File: src/rtl/ps2_pkg.sv
// Shared constants for the PS/2 keyboard receive path: prefix bytes,
// frame FSM encoding and the layout of the decoded key event word.
package ps2_pkg;

  localparam logic [7:0] PS2_EXT_PREFIX = 8'hE0;
  localparam logic [7:0] PS2_BRK_PREFIX = 8'hF0;

  localparam int EXT_BIT = 9;
  localparam int BRK_BIT = 8;

  localparam logic [1:0] ST_IDLE   = 2'd0;
  localparam logic [1:0] ST_DATA   = 2'd1;
  localparam logic [1:0] ST_PARITY = 2'd2;
  localparam logic [1:0] ST_STOP   = 2'd3;

  // A frame is good when the stop bit is high and data plus parity hold an odd number of ones.
  function automatic logic frame_ok(input logic [7:0] data, input logic parity, input logic stop);
    return stop & (^{data, parity});
  endfunction

endpackage

File: src/rtl/ps2_sync_edge.sv
// Brings the raw PS/2 clock and data lines into the clk domain and flags
// each falling edge of the synchronized PS/2 clock.
module ps2_sync_edge (
  input  logic clk,
  input  logic rst,
  input  logic ps2_clk,
  input  logic ps2_data,
  output logic data_s,
  output logic fall
);

  logic clk_meta_q, clk_sync_q, clk_prev_q;
  logic data_meta_q, data_sync_q;

  // Flops come out of reset at 1, matching an idle bus, so release never fakes an edge.
  always_ff @(posedge clk) begin
    if (!rst) begin
      clk_meta_q  <= 1'b1;
      clk_sync_q  <= 1'b1;
      clk_prev_q  <= 1'b1;
      data_meta_q <= 1'b1;
      data_sync_q <= 1'b1;
    end else begin
      clk_meta_q  <= ps2_clk;
      clk_sync_q  <= clk_meta_q;
      clk_prev_q  <= clk_sync_q;
      data_meta_q <= ps2_data;
      data_sync_q <= data_meta_q;
    end
  end

  assign data_s = data_sync_q;
  assign fall   = clk_prev_q & ~clk_sync_q;

endmodule

File: src/rtl/ps2_rx_decoder.sv
// PS/2 keyboard receiver: assembles 11-bit frames, folds E0/F0 prefixes into
// flags and emits {ext, brk, code} key events with a one-cycle ready pulse.
module ps2_rx_decoder
  import ps2_pkg::*;
#(
  parameter int TIMEOUT_CYC = 200000
) (
  input  logic       clk,
  input  logic       rst,
  input  logic       ps2_clk,
  input  logic       ps2_data,
  output logic [9:0] ps2_out,
  output logic       ready,
  output logic       frame_err
);

  localparam int TW = (TIMEOUT_CYC > 2) ? $clog2(TIMEOUT_CYC) : 1;
  localparam logic [TW-1:0] TMO_MAX = TW'(TIMEOUT_CYC - 1);

  logic data_s, fall;

  logic [1:0]    state_q, state_d;
  logic [2:0]    bit_cnt_q, bit_cnt_d;
  logic [7:0]    shift_q, shift_d;
  logic          parity_q, parity_d;
  logic          ext_q, ext_d;
  logic          brk_q, brk_d;
  logic [TW-1:0] tmo_q, tmo_d;
  logic [9:0]    out_q, out_d;
  logic          ready_q, ready_d;
  logic          err_q, err_d;

  ps2_sync_edge u_sync_edge (
    .clk      (clk),
    .rst      (rst),
    .ps2_clk  (ps2_clk),
    .ps2_data (ps2_data),
    .data_s   (data_s),
    .fall     (fall)
  );

  always_comb begin
    state_d   = state_q;
    bit_cnt_d = bit_cnt_q;
    shift_d   = shift_q;
    parity_d  = parity_q;
    ext_d     = ext_q;
    brk_d     = brk_q;
    tmo_d     = tmo_q;
    out_d     = out_q;
    ready_d   = 1'b0;
    err_d     = 1'b0;

    if (fall) begin
      tmo_d = '0;
      case (state_q)
        ST_IDLE: begin
          if (!data_s) begin
            state_d   = ST_DATA;
            bit_cnt_d = 3'd0;
          end
        end
        ST_DATA: begin
          shift_d   = {data_s, shift_q[7:1]};
          bit_cnt_d = bit_cnt_q + 3'd1;
          if (bit_cnt_q == 3'd7) state_d = ST_PARITY;
        end
        ST_PARITY: begin
          parity_d = data_s;
          state_d  = ST_STOP;
        end
        ST_STOP: begin
          state_d = ST_IDLE;
          if (frame_ok(shift_q, parity_q, data_s)) begin
            if (shift_q == PS2_EXT_PREFIX) begin
              ext_d = 1'b1;
            end else if (shift_q == PS2_BRK_PREFIX) begin
              brk_d = 1'b1;
            end else begin
              out_d[EXT_BIT] = ext_q;
              out_d[BRK_BIT] = brk_q;
              out_d[7:0]     = shift_q;
              ready_d        = 1'b1;
              ext_d          = 1'b0;
              brk_d          = 1'b0;
            end
          end else begin
            err_d = 1'b1;
            ext_d = 1'b0;
            brk_d = 1'b0;
          end
        end
        default: state_d = ST_IDLE;
      endcase
    end else if (state_q != ST_IDLE) begin
      // A stalled partial frame is abandoned silently; in IDLE the counter just holds.
      if (tmo_q == TMO_MAX) begin
        state_d = ST_IDLE;
        ext_d   = 1'b0;
        brk_d   = 1'b0;
      end else begin
        tmo_d = tmo_q + 1'b1;
      end
    end
  end

  always_ff @(posedge clk) begin
    if (!rst) begin
      state_q   <= ST_IDLE;
      bit_cnt_q <= 3'd0;
      shift_q   <= 8'h00;
      parity_q  <= 1'b0;
      ext_q     <= 1'b0;
      brk_q     <= 1'b0;
      tmo_q     <= '0;
      out_q     <= 10'h000;
      ready_q   <= 1'b0;
      err_q     <= 1'b0;
    end else begin
      state_q   <= state_d;
      bit_cnt_q <= bit_cnt_d;
      shift_q   <= shift_d;
      parity_q  <= parity_d;
      ext_q     <= ext_d;
      brk_q     <= brk_d;
      tmo_q     <= tmo_d;
      out_q     <= out_d;
      ready_q   <= ready_d;
      err_q     <= err_d;
    end
  end

  assign ps2_out   = out_q;
  assign ready     = ready_q;
  assign frame_err = err_q;

endmodule
File: config.mk
export PLATFORM = sky130hd
export DESIGN_NAME = ps2_rx_decoder
export DESIGN_NICKNAME = d
export VERILOG_FILES = /design/src/rtl/ps2_pkg.sv /design/src/rtl/ps2_sync_edge.sv /design/src/rtl/ps2_rx_decoder.sv
export SDC_FILE = /design/constraint.sdc
export NUM_CORES = 1
export LEC_CHECK = 0
export CAP_MARGIN = 40
export CORE_ASPECT_RATIO = 0.9
export CORE_UTILIZATION = 52
export DETAILED_ROUTE_END_ITERATION = 7
export GPL_TIMING_DRIVEN = 0
export PLACE_DENSITY = 0.81
export RECOVER_POWER = 25
export SYNTH_ARGS = -nofsm -noshare
export SYNTH_HDL_FRONTEND = slang
export SYNTH_SLANG_ARGS = --single-unit
File: constraint.sdc
create_clock -name clk -period 1.8 [get_ports clk]
set_input_delay 0.36 -clock clk [delete_from_list [all_inputs] [get_ports clk]]
set_output_delay 0.36 -clock clk [all_outputs]
set_load 0.01 [all_outputs]
Word level (Yosys, flattened, before mapping)
Index checks and enable logic that the tools add are counted.

cells by class
  reduce and logical (&&, ||, !) cells = 17
  muxes and demuxes = 22
  eq/ne operators = 13
  $add $sub $neg = 2
  bitwise logic cells = 10

operators by type and width
  kind                                                                   number
  18-bit by 1-bit adder with 18-bit output, second input constant        1
  18-bit equality test, second input constant                            1
  8-bit equality test, second input constant                             2
  1-bit two-way mux                                                      14
  4-bit AND reduction                                                    3
  2-bit two-way mux                                                      5
  3-bit != test, second input constant                                   3
  9-bit parity                                                           1
  1-bit NOT                                                              8
  2-bit case mux with 4 select lines                                     1
  2-bit nonzero test                                                     4
  3-bit case mux with 2 select lines                                     1
  2-bit AND reduction                                                    3
  3-bit AND reduction                                                    2
  5-bit AND reduction                                                    1
  5-bit OR reduction                                                     1
  2-bit equality test, second input constant                             2
  4-bit != test, second input constant                                   1
  3-bit by 1-bit adder with 3-bit output, second input constant          1
  3-bit equality test, second input constant                             1
  3-bit two-way mux                                                      1
  1-bit bitwise AND                                                      2
  2-bit by 1-bit equality test with 1-bit output, second input constant  1
  2-bit logical NOT                                                      1
  3 further kinds                                                        3

storage, ports and cells
  register bits after elaboration = 51
  output and inout bits = 12
  input bits = 4

Depth between registers and ports, before layout
Gate-level depths: netlist of the first run.

  word-level depth = 6
  mapped depth = 9
  depth with buffers taken out = 7

By module
From an unflattened synthesis of the first run, not the netlist that was laid out.

unflattened totals
  cells, all modules = 255
  area total of the unflattened synthesis = 2,294.7 um^2

by module, submodules not included
  module          cells each  instances  area an instance (um^2)  seq. area each (um^2)
  ps2_rx_decoder  244         1          2,157.1                  920.9
  ps2_sync_edge   11          1          137.6                    100.1

Least setup slack after synthesis of the first run
No wires, ideal clock.

  path kind = register -> register
  start = register state_q[0]
  end = register tmo_q[16]
  stages on the path, launching flop included = 9
  data required time = 1.728 ns
  arrival = 1.927 ns
  path buffers = 2
  setup slack = -0.199 ns
  clock period less this slack = 1.999 ns
  setup time = 0.072 ns
  cells stage by stage = dfxtp_1 inv_1 ha_1 clkbuf_1 and4b_1 clkbuf_1 nand4_1 or3_1 a21oi_1

between the ends
  longest elaborated chain between the ends = 2

RTL lines
  element                               RTL line               source
  start: declaration                    ps2_rx_decoder.sv:22   logic [1:0] state_q, state_d;
  start signal: assignment              ps2_rx_decoder.sv:120  state_q <= state_d;
  2-bit nonzero test                    ps2_rx_decoder.sv:95   end else if (state_q != ST_IDLE) begin
  2-bit AND reduction (no source line)  -
  end signal: assignment                ps2_rx_decoder.sv:126  tmo_q <= tmo_d;
  end: declaration                      ps2_rx_decoder.sv:28   logic [TW-1:0] tmo_q, tmo_d;

No other way between the ends.
A chain may end at the register's enable or synchronous reset.

Final worst setup path of the first run
  start = register tmo_q[0]
  end = register brk_q

between the ends
  longest elaborated chain between the ends = 3

RTL lines
  element                               RTL line               source
  18-bit equality test                  ps2_rx_decoder.sv:97   if (tmo_q == TMO_MAX) begin
  2-bit nonzero test (no source line)   -
  4-bit AND reduction (no source line)  -
  end signal: assignment                ps2_rx_decoder.sv:125  brk_q <= brk_d;
  end: declaration                      ps2_rx_decoder.sv:27   logic brk_q, brk_d;

No other way between the ends.

==> results.txt, run 1 <==
Die height -> 65.66 um
Slowest-stage cell, CP -> dfxtp_1
H-tree depth -> 2
Most frequent cells in the layout -> 41 x dfxtp_1, 28 x nand2_1, 20 x nand3_1, 20 x nor2_1
Drt first pass iters -> 4
# port buffers -> 15
P&R area growth vs syn -> 32.18%
Largest net degree at the start of global routing -> 16
Crit. End Element -> register
Hold path start -> u_sync_edge.clk_meta_q$_SDFF_PN1_
Crit Path Category -> register to register
Core Box Area -> 4184 um2
Worst slew pin tran -> 0.7000 ns
Synth warn -> 0
Failing checks -> negative setup slack
Initial antenna violation count -> 0
Fin nets -> 323
Peak Freq -> 0.5186 GHz
Final setup TNS -> -0.8507 ns
Die width -> 72.73 um
CP max FO -> 6
Final Skew -> 0.008492 ns
Pwr Density -> 662.0 nW/um2
Clk buf depth -> 2
Vias per Instance -> 5.659
Outcome -> finished with violations
Most frequent CP cell -> o21ai_1
Clk_lat worst skew -> 0.31 ns
Top FF cell, synth -> dfxtp_1
Lkg Pwr -> 1.050 nW
Final Worst Setup Slack -> -0.1283 ns
Vias in the first global route -> 1878
Min-delay worst type -> register to register
Register area share after synthesis -> 43.61%
Tmin final -> 1.928 ns
Critical Path RT -> 2.00 ns
Slowest Stage Delay on Critical Path -> 0.44 ns
CP Cell Sequence -> ha_4, nand4_1, nor4_4, buf_6, a311oi_4, o21ai_1, o21ai_1
Most common cell after layout, fill and taps aside -> dfxtp_1
Routed len/inst -> 16.47 um
WL final -> 6.127 mm
DRC viols -> 0
Final hold vios -> 0
Share of layout cells above drive strength 1 -> 26.92%
Worst hold stages -> 1
Peak VDD IR -> 0.5880 mV
Fin crit share -> 107.1%
Critical path arrival -> 2.12 ns
Row count -> 22
Worst Setup Start Kind -> register
WP buf/inv -> 1
TritonCTS buffer count -> 5
Post-Synthesis Cells -> 272
Starting Density -> 55.95%
Via count -> 2105
Syn_area_per_cell -> 8.607 um2
Synthesized net count -> 284
Post-Syn Area -> 2341 um2
Routability cong. -> 0.7954
Synth async-reset ratio -> 0%
Detailed Place HPWL -> 3.249 mm
Hold Crit Endpoint -> u_sync_edge.clk_sync_q$_SDFF_PN1_
Slew HR -> 53.34%
Delay-heaviest family, CP -> simple AND/OR/NAND/NOR gates
Critical R2R Capture -> brk_q$_SDFFE_PN0P_
Global-route wire length before repair -> 8.866 mm
Total of max-cap violations -> 0
Root buffer cell -> clkbuf_8
RSZ-0062 raised after global routing -> yes
Reg2reg setup slack -> -0.13 ns
Grt total ovfl -> 0
Total power -> 2.048 mW
Worst R2R Path Depth -> 7
Hold_ws -> 0.4404 ns
Slew Viols, Final -> 0
DRT antenna net count -> 0
Iter 0 DRT Violations -> 145
I/O pin cnt -> 16
Distinct cells, synth -> 41
CTS tree -> done
Endpoints failing setup -> 18
#FFs+latches synth -> 51
Antenna Cells -> 0
Num Clock Sinks -> 51
RR Startpoint -> tmo_q[0]$_SDFFE_PP0P_
Clk slew on worst S/H paths -> 0.10 ns
Die footprint -> 4775 um2
Post-Place Worst Slack -> -0.3408 ns
Post-synth EDFFs -> 0
Tot GR Track Use -> 24.61%
-- cell families (layout without fill, tap and decap cells) --
family / Yosys count / in the layout / synth area share (%)
flops: 51 / 51 / 43.61
compound gates: 49 / 49 / 12.03
simple gates: 117 / 117 / 25.44
mux: 4 / 4 / 2.245
xor+xnor: 18 / 18 / 7.910
fa+ha+maj: 8 / 8 / 4.276
buf+inv: 25 / 65 / 4.490
-- repair_timing --
item	in CTS	in global routing
cloned	3	0
setup buffers	13	5
hold endpoints to repair	0	0
endpoints found under the setup margin	33	32
hold buffers	0	0
pin swaps	13	13
resized for setup	32	46
-- power breakdown --
part | leakage, nW | total, mW | switching (mW) | internal, mW
clock | 0.0612 | 0.842 | 0.392 | 0.450
sequential | 0.417 | 1.14 | 0.00606 | 1.13
combinational | 0.572 | 0.0691 | 0.0478 | 0.0213
total | 1.05 | 2.05 | 0.446 | 1.60
-- stage by stage --
step / instance area (um2) / util [%] / cells
2_1_floorplan: 2367 / - / 272
3_3_place_gp: 2592 / 61.96 / 347
3_5_place_dp: 2592 / 61.96 / 347
4_1_cts: 2903 / 69.38 / 370
5_1_grt: 3094 / 73.95 / 372
6_report: 3094 / 73.95 / 372
-- flip-flops by register name (all words and copies together) (netlist names) --
signal and flops:
tmo_q 18, ps2_out 10, shift_q 8, bit_cnt_q 3
state_q 2, brk_q 1, ext_q 1, frame_err 1
parity_q 1, ready 1, u_sync_edge.clk_meta_q 1, u_sync_edge.clk_prev_q 1
u_sync_edge.clk_sync_q 1, u_sync_edge.data_meta_q 1, u_sync_edge.data_s 1
-- Yosys cell counts (3+ instances only) --
cell | count | share of area, %
mux2i_1 | 3 | 1.3
clkbuf_1 | 11 | 1.8
nand3_1 | 30 | 6.4
a21oi_1 | 18 | 3.8
or3_1 | 5 | 1.3
xnor2_1 | 15 | 5.6
inv_1 | 10 | 1.6
nor2_1 | 20 | 3.2
a211oi_1 | 4 | 1.3
nor2b_1 | 3 | 0.80
nand2_1 | 29 | 4.6
o21ai_0 | 20 | 4.3
and3_1 | 3 | 0.80
dfxtp_1 | 51 | 44
nor3_1 | 5 | 1.1
ha_1 | 8 | 4.3
nand2b_1 | 7 | 1.9
-- layer usage --
metal  global-route usage, %  vias to the layer above  wire length (um)
met5                       0                        -                 0
met4                   7.598                        0               125
met3                   6.748                       12               285
met2                   39.14                       60              2907
met1                   32.47                     1007              2809
li1                        -                     1026                 -
-- worst max-delay path by stage --
stage | from | end | slack, ns | cells past startpoint
2_1_floorplan | state_q[0]$_SDFFE_PN0P_ | tmo_q[16]$_SDFFE_PP0P_ | 0.002 | 8
3_3_place_gp | rst | tmo_q[10]$_SDFFE_PP0P_ | -0.26 | 5
3_5_place_dp | rst | tmo_q[12]$_SDFFE_PP0P_ | -0.34 | 5
4_1_cts | tmo_q[17]$_SDFFE_PP0P_ | state_q[1]$_SDFFE_PN0P_ | -0.06 | 6
5_1_grt | tmo_q[0]$_SDFFE_PP0P_ | tmo_q[6]$_SDFFE_PP0P_ | -0.23 | 7
6_report | tmo_q[0]$_SDFFE_PP0P_ | brk_q$_SDFFE_PN0P_ | -0.13 | 7
-- layout make-up --
cell class | instances | area, um2
buffer | 12 | 83.83
timing repair buffer | 35 | 309.0
inverter | 10 | 37.54
tap | 60 | 75.07
clock buffer | 6 | 82.58
clock inverter | 2 | 35.03
multi-input combinational | 196 | 1435
fill | 292 | 1090
sequential | 51 | 1036
Note: power is estimated with default switching activity, not from simulation.
==> inputs of run 2 (changes only) <==
--- a/config.mk
+++ b/config.mk
@@ -6,8 +6,10 @@
 export NUM_CORES = 1
 export LEC_CHECK = 0
 export CAP_MARGIN = 40
+export CELL_PAD_IN_SITES_DETAIL_PLACEMENT = 1
+export CELL_PAD_IN_SITES_GLOBAL_PLACEMENT = 1
 export CORE_ASPECT_RATIO = 0.9
-export CORE_UTILIZATION = 52
+export CORE_UTILIZATION = 40
 export DETAILED_ROUTE_END_ITERATION = 7
 export GPL_TIMING_DRIVEN = 0
 export PLACE_DENSITY = 0.81
@@ -15,3 +17,4 @@
 export SYNTH_ARGS = -nofsm -noshare
 export SYNTH_HDL_FRONTEND = slang
 export SYNTH_SLANG_ARGS = --single-unit
+export TNS_END_PERCENT = 10
==> results.txt, run 2 (synthesized netlist as in run 1, its figures left out) <==
Register Area -> 1039 um2
DP Cell Count -> 357
Detailed Place HPWL -> 3.940 mm
I/O pin cnt -> 16
Post-Place Worst Slack -> -0.4090 ns
RSZ-0062 raised after global routing -> yes
Die height -> 74.58 um
CTS tree -> done
Die width -> 82.64 um
Hold_buf cts -> 0
Number of fill cells -> 668
Critical path arrival -> 2.09 ns
Largest Register -> tmo_q
DRC viols -> 0
Root buffer cell -> clkbuf_8
Failing checks -> negative setup slack
Tmin final -> 1.925 ns
Largest net degree at the start of global routing -> 16
# port buffers -> 15
Lkg Pwr -> 1.028 nW
Vias per Instance -> 5.467
Die footprint -> 6163 um2
P&R area growth vs syn -> 26.56%
Final Util -> 52.34%
Internal -> 1.601 mW
Worst Setup Start Kind -> register
Final hold vios -> 0
Sw Pwr -> 0.4532 mW
Vias in the first global route -> 1945
Num Clock Sinks -> 51
Fin nets -> 320
Total of max-cap violations -> 0
Outcome -> finished with violations
Clk buf depth -> 2
Clk_lat worst skew -> 0.31 ns
Logic pwr share -> 3.1%
Tot GR Track Use -> 21.09%
WL final -> 6.404 mm
Critical Path RT -> 1.96 ns
Drt first pass iters -> 4
Worst slew pin tran -> 0.7248 ns
Final Worst Setup Slack -> -0.1254 ns
Min-delay worst type -> register to register
Max reg flops -> 18
Initial antenna violation count -> 0
Share of layout cells above drive strength 1 -> 21.04%
Row count -> 26
Total power -> 2.054 mW
DRT antenna net count -> 0
Peak VDD IR -> 0.3834 mV
Slew HR -> 51.68%
Antenna Cells -> 0
Reg power frac -> 55.3%
Routability cong. -> 0.8145
Routed len/inst -> 16.90 um
Crit. End Element -> register
Area of the multi-input gates -> 1323 um2
Endpoints failing setup -> 12
Core Box Area -> 5660 um2
Via count -> 2072
Fin crit share -> 107.0%
Final Skew -> 0.008439 ns
Crit Path Category -> register to register
CP max FO -> 5
Switching part of the total -> 22.06%
Grt total ovfl -> 0
Most frequent cells in the layout -> 39 x dfxtp_1, 30 x nand3_1, 28 x nand2_1, 20 x nor2_1, 16 x buf_4
H-tree depth -> 2
Peak Freq -> 0.5194 GHz
Global-route wire length before repair -> 9.694 mm
Final std cells w/o fill -> 379
Starting Density -> 41.36%
Pwr Density -> 693.4 nW/um2
Slew Viols, Final -> 0
Iter 0 DRT Violations -> 87
TritonCTS buffer count -> 5
Clock Power Share -> 41.6%
Clk slew on worst S/H paths -> 0.10 ns
Most common cell after layout, fill and taps aside -> dfxtp_1
==> run 2: timing repair <==
action                                  4_1_cts  5_1_grt
pin swaps                                    11       10
buffers inserted                              9        6
gates resized for setup                      33       25
endpoints found under the setup margin       33       32
cloned                                        1        0
==> run 2: metrics by stage <==
step | instance area [um2] | hold WS (ns) | TNS [ns]
6_report | 2963 | 0.4189 | -0.6110
5_1_grt | 2963 | 0.4454 | -2.646
4_1_cts | 2863 | 0.4210 | -0.4719
3_5_place_dp | 2594 | 0.3962 | -9.066
3_3_place_gp | 2594 | 0.3973 | -8.411
2_1_floorplan | 2356 | 0.3863 | -0.09861
==> run 2: path summary, 6_finish.rpt <==
check        cells after the start  slack (ns)                            end                                from
max reg2reg                      6       -0.13        state_q[0]$_SDFFE_PN0P_               tmo_q[8]$_SDFFE_PP0P_
min reg2reg                      1        0.42  u_sync_edge.data_s$_SDFF_PN1_  u_sync_edge.data_meta_q$_SDFF_PN1_
min                              1        0.42  u_sync_edge.data_s$_SDFF_PN1_  u_sync_edge.data_meta_q$_SDFF_PN1_
max                              6       -0.13        state_q[0]$_SDFFE_PN0P_               tmo_q[8]$_SDFFE_PP0P_
==> run 2: layout make-up <==
| type | count | share of cell area, % |
|---|---|---|
| flip-flops and latches | 51 | 35.05 |
| repair buffers | 31 | 9.122 |
| clock buffers | 6 | 2.787 |
| well taps | 70 | 2.956 |
| clock inverters | 2 | 1.182 |
| plain buffers | 13 | 2.914 |
| multi-input cells | 196 | 44.64 |
| inverters | 10 | 1.351 |
==> run 2: power by group through the flow <==
| stage | clock [mW] | combinational, mW | sequential (mW) |
|---|---|---|---|
| floorplan | 0 | 0.0362 | 1.16 |
| global placement | 0 | 0.0571 | 1.16 |
| detailed placement | 0 | 0.0580 | 1.16 |
| CTS | 0.850 | 0.0613 | 1.14 |
| global route | 0.899 | 0.0708 | 1.14 |
| finish | 0.854 | 0.0644 | 1.14 |
==> run 2: worst max-delay path, cell delays in order (launching register included) <==
cell and delay (ns):
dfxtp_2 0.34, or4bb_4 0.54, nor4_4 0.35, buf_6 0.19, nand3_1 0.13, a21oi_2 0.17
a211oi_1 0.06
==> run 2: metal layers <==
metal	share of wire [%]	track usage (%)	vias up
met5	0	0	-
li1	-	-	1017
met3	2.7	3.804	12
met1	47	28.42	1007
met2	48	33.97	36
met4	1.8	7.088	0
==> inputs of run 3 (changes only) <==
--- a/config.mk
+++ b/config.mk
@@ -9,6 +9,7 @@
 export CELL_PAD_IN_SITES_DETAIL_PLACEMENT = 1
 export CELL_PAD_IN_SITES_GLOBAL_PLACEMENT = 1
 export CORE_ASPECT_RATIO = 0.9
+export CORE_MARGIN = 2
 export CORE_UTILIZATION = 40
 export DETAILED_ROUTE_END_ITERATION = 7
 export GPL_TIMING_DRIVEN = 0
==> results.txt, run 3 (synthesized netlist as in run 1, its figures left out) <==
Clk buf depth -> 2
Die height -> 76.58 um
WL final -> 6.092 mm
Root buffer cell -> clkbuf_8
Worst hold stages -> 1
Starting Density -> 41.36%
Vias in the first global route -> 2106
Fin crit share -> 104.6%
Fin area -> 2959 um2
Initial antenna violation count -> 0
Routability cong. -> 0.8564
Final hold vios -> 0
Worst slew pin tran -> 0.5434 ns
Tmin final -> 1.884 ns
Final std cells w/o fill -> 374
Most frequent cells in the layout -> 39 x dfxtp_1, 30 x nand3_1, 29 x nand2_1, 20 x nor2_1, 17 x a21oi_1
Row count -> 26
Largest net degree at the start of global routing -> 15
DP Cell Count -> 357
Crit Path Category -> register to register
Max reg flops -> 18
TritonCTS buffer count -> 5
Critical R2R Capture -> state_q[0]$_SDFFE_PN0P_
Core Box Area -> 5660 um2
Endpoints failing setup -> 12
CP Launch Point -> tmo_q[17]$_SDFFE_PP0P_
Slew HR -> 63.78%
Crit. End Element -> register
RR Startpoint -> tmo_q[17]$_SDFFE_PP0P_
Hold Crit Endpoint -> u_sync_edge.data_s$_SDFF_PN1_
Peak Freq -> 0.5309 GHz
CP max FO -> 7
Worst Setup Start Kind -> register
DRC viols -> 0
Final Skew -> 0.003161 ns
RSZ-0062 raised after global routing -> yes
Drt first pass iters -> 4
Antenna Cells -> 0
Routed len/inst -> 16.29 um
Die width -> 84.64 um
Slew Viols, Final -> 0
Outcome -> finished with violations
Area after DPL -> 2594 um2
Iter 0 DRT Violations -> 69
Final setup TNS -> -0.3917 ns
Global-route wire length before repair -> 10.22 mm
Grt total ovfl -> 0
Critical path arrival -> 2.05 ns
Fin nets -> 316
Clk_lat worst skew -> 0.30 ns
I/O pin cnt -> 16
Vias per Instance -> 5.559
Largest Register -> tmo_q
Pwr Density -> 628.3 nW/um2
Worst R2R Path Depth -> 7
CTS tree -> done
Hold_ws -> 0.4202 ns
Hold path start -> u_sync_edge.data_meta_q$_SDFF_PN1_
# port buffers -> 15
Min-delay worst type -> register to register
Reg2reg setup slack -> -0.08 ns
Peak VDD IR -> 0.2774 mV
Failing checks -> negative setup slack
Critical Path RT -> 1.97 ns
H-tree depth -> 2
Lkg Pwr -> 1.002 nW
Most common cell after layout, fill and taps aside -> dfxtp_1
Tot GR Track Use -> 19.35%
DRT antenna net count -> 0
Num Clock Sinks -> 51
Total of max-cap violations -> 0
Share of layout cells above drive strength 1 -> 20.39%
Clk slew on worst S/H paths -> 0.08 ns
Detailed Place HPWL -> 3.898 mm
P&R area growth vs syn -> 26.40%
Die footprint -> 6481 um2
Final Worst Setup Slack -> -0.08354 ns
Via count -> 2079
-- run 3: changes by cell type in the layout (fill, tap and decap cells not counted), sizes merged --
cell           change
clkbuf             -2
clkdlybuf4s50      +1
dlygate4sd3        -1
bufinv             -1
buf                -2
-- run 3: timing repair --
item                       in CTS  in global routing
gates resized for setup        32                 32
buffers inserted               10                  3
hold buffers                    0                  0
pin swaps                       8                 12
setup endpoints to repair      33                 32
-- run 3: per-layer routing --
layer	global-route usage, %	vias up	part of all wire (%)
li1	-	1007	-
met1	24.29	1034	45
met2	33.15	29	51
met3	3.575	9	3.1
met4	6.667	0	1.4
met5	0	-	0
-- run 3: worst max-delay path by stage --
stage,end,slack (ns)
after CTS,state_q[0]$_SDFFE_PN0P_,-0.08
after floorplan,ps2_out[1]$_SDFFE_PN0P_,-0.01
after global placement,tmo_q[3]$_SDFFE_PP0P_,-0.41
final,state_q[0]$_SDFFE_PN0P_,-0.08
after global routing,state_q[0]$_SDFFE_PN0P_,-0.20
after detailed placement,tmo_q[2]$_SDFFE_PP0P_,-0.46
-- run 3: stage by stage --
stage               worst slack (ns)  total power [mW]  util, %
floorplan                   -0.01025             1.198        -
global placement             -0.4137             1.220    45.82
detailed placement           -0.4599             1.223    45.82
CTS                         -0.08057             1.884    50.42
global route                 -0.2033             1.937    52.28
finish                      -0.08354             1.859    52.28
-- run 3: cell type report --
cell class / count / area [um2]
multi-input cells: 196 / 1359
flip-flops and latches: 51 / 1039
inverters: 10 / 37.54
repair buffers: 28 / 264.0
clock buffers: 6 / 82.58
plain buffers: 12 / 85.08
fillers: 656 / 2701
well taps: 70 / 87.58
clock inverters: 1 / 5.005
-- run 3: where the power goes --
group	switching [mW]	internal, mW	total [mW]	leakage [nW]
Clock	0.357	0.302	0.659	0.0470
Combinational	0.0441	0.0200	0.0641	0.537
Sequential	0.00473	1.13	1.14	0.418
-- run 3: critical path: stages, from the launching register on --
cell and delay [ns]:
dfxtp_2 0.34, or4bb_4 0.53, nor4_4 0.29, buf_6 0.16, buf_12 0.12, nand3_1 0.08, a21oi_1 0.17, a211oi_1 0.06
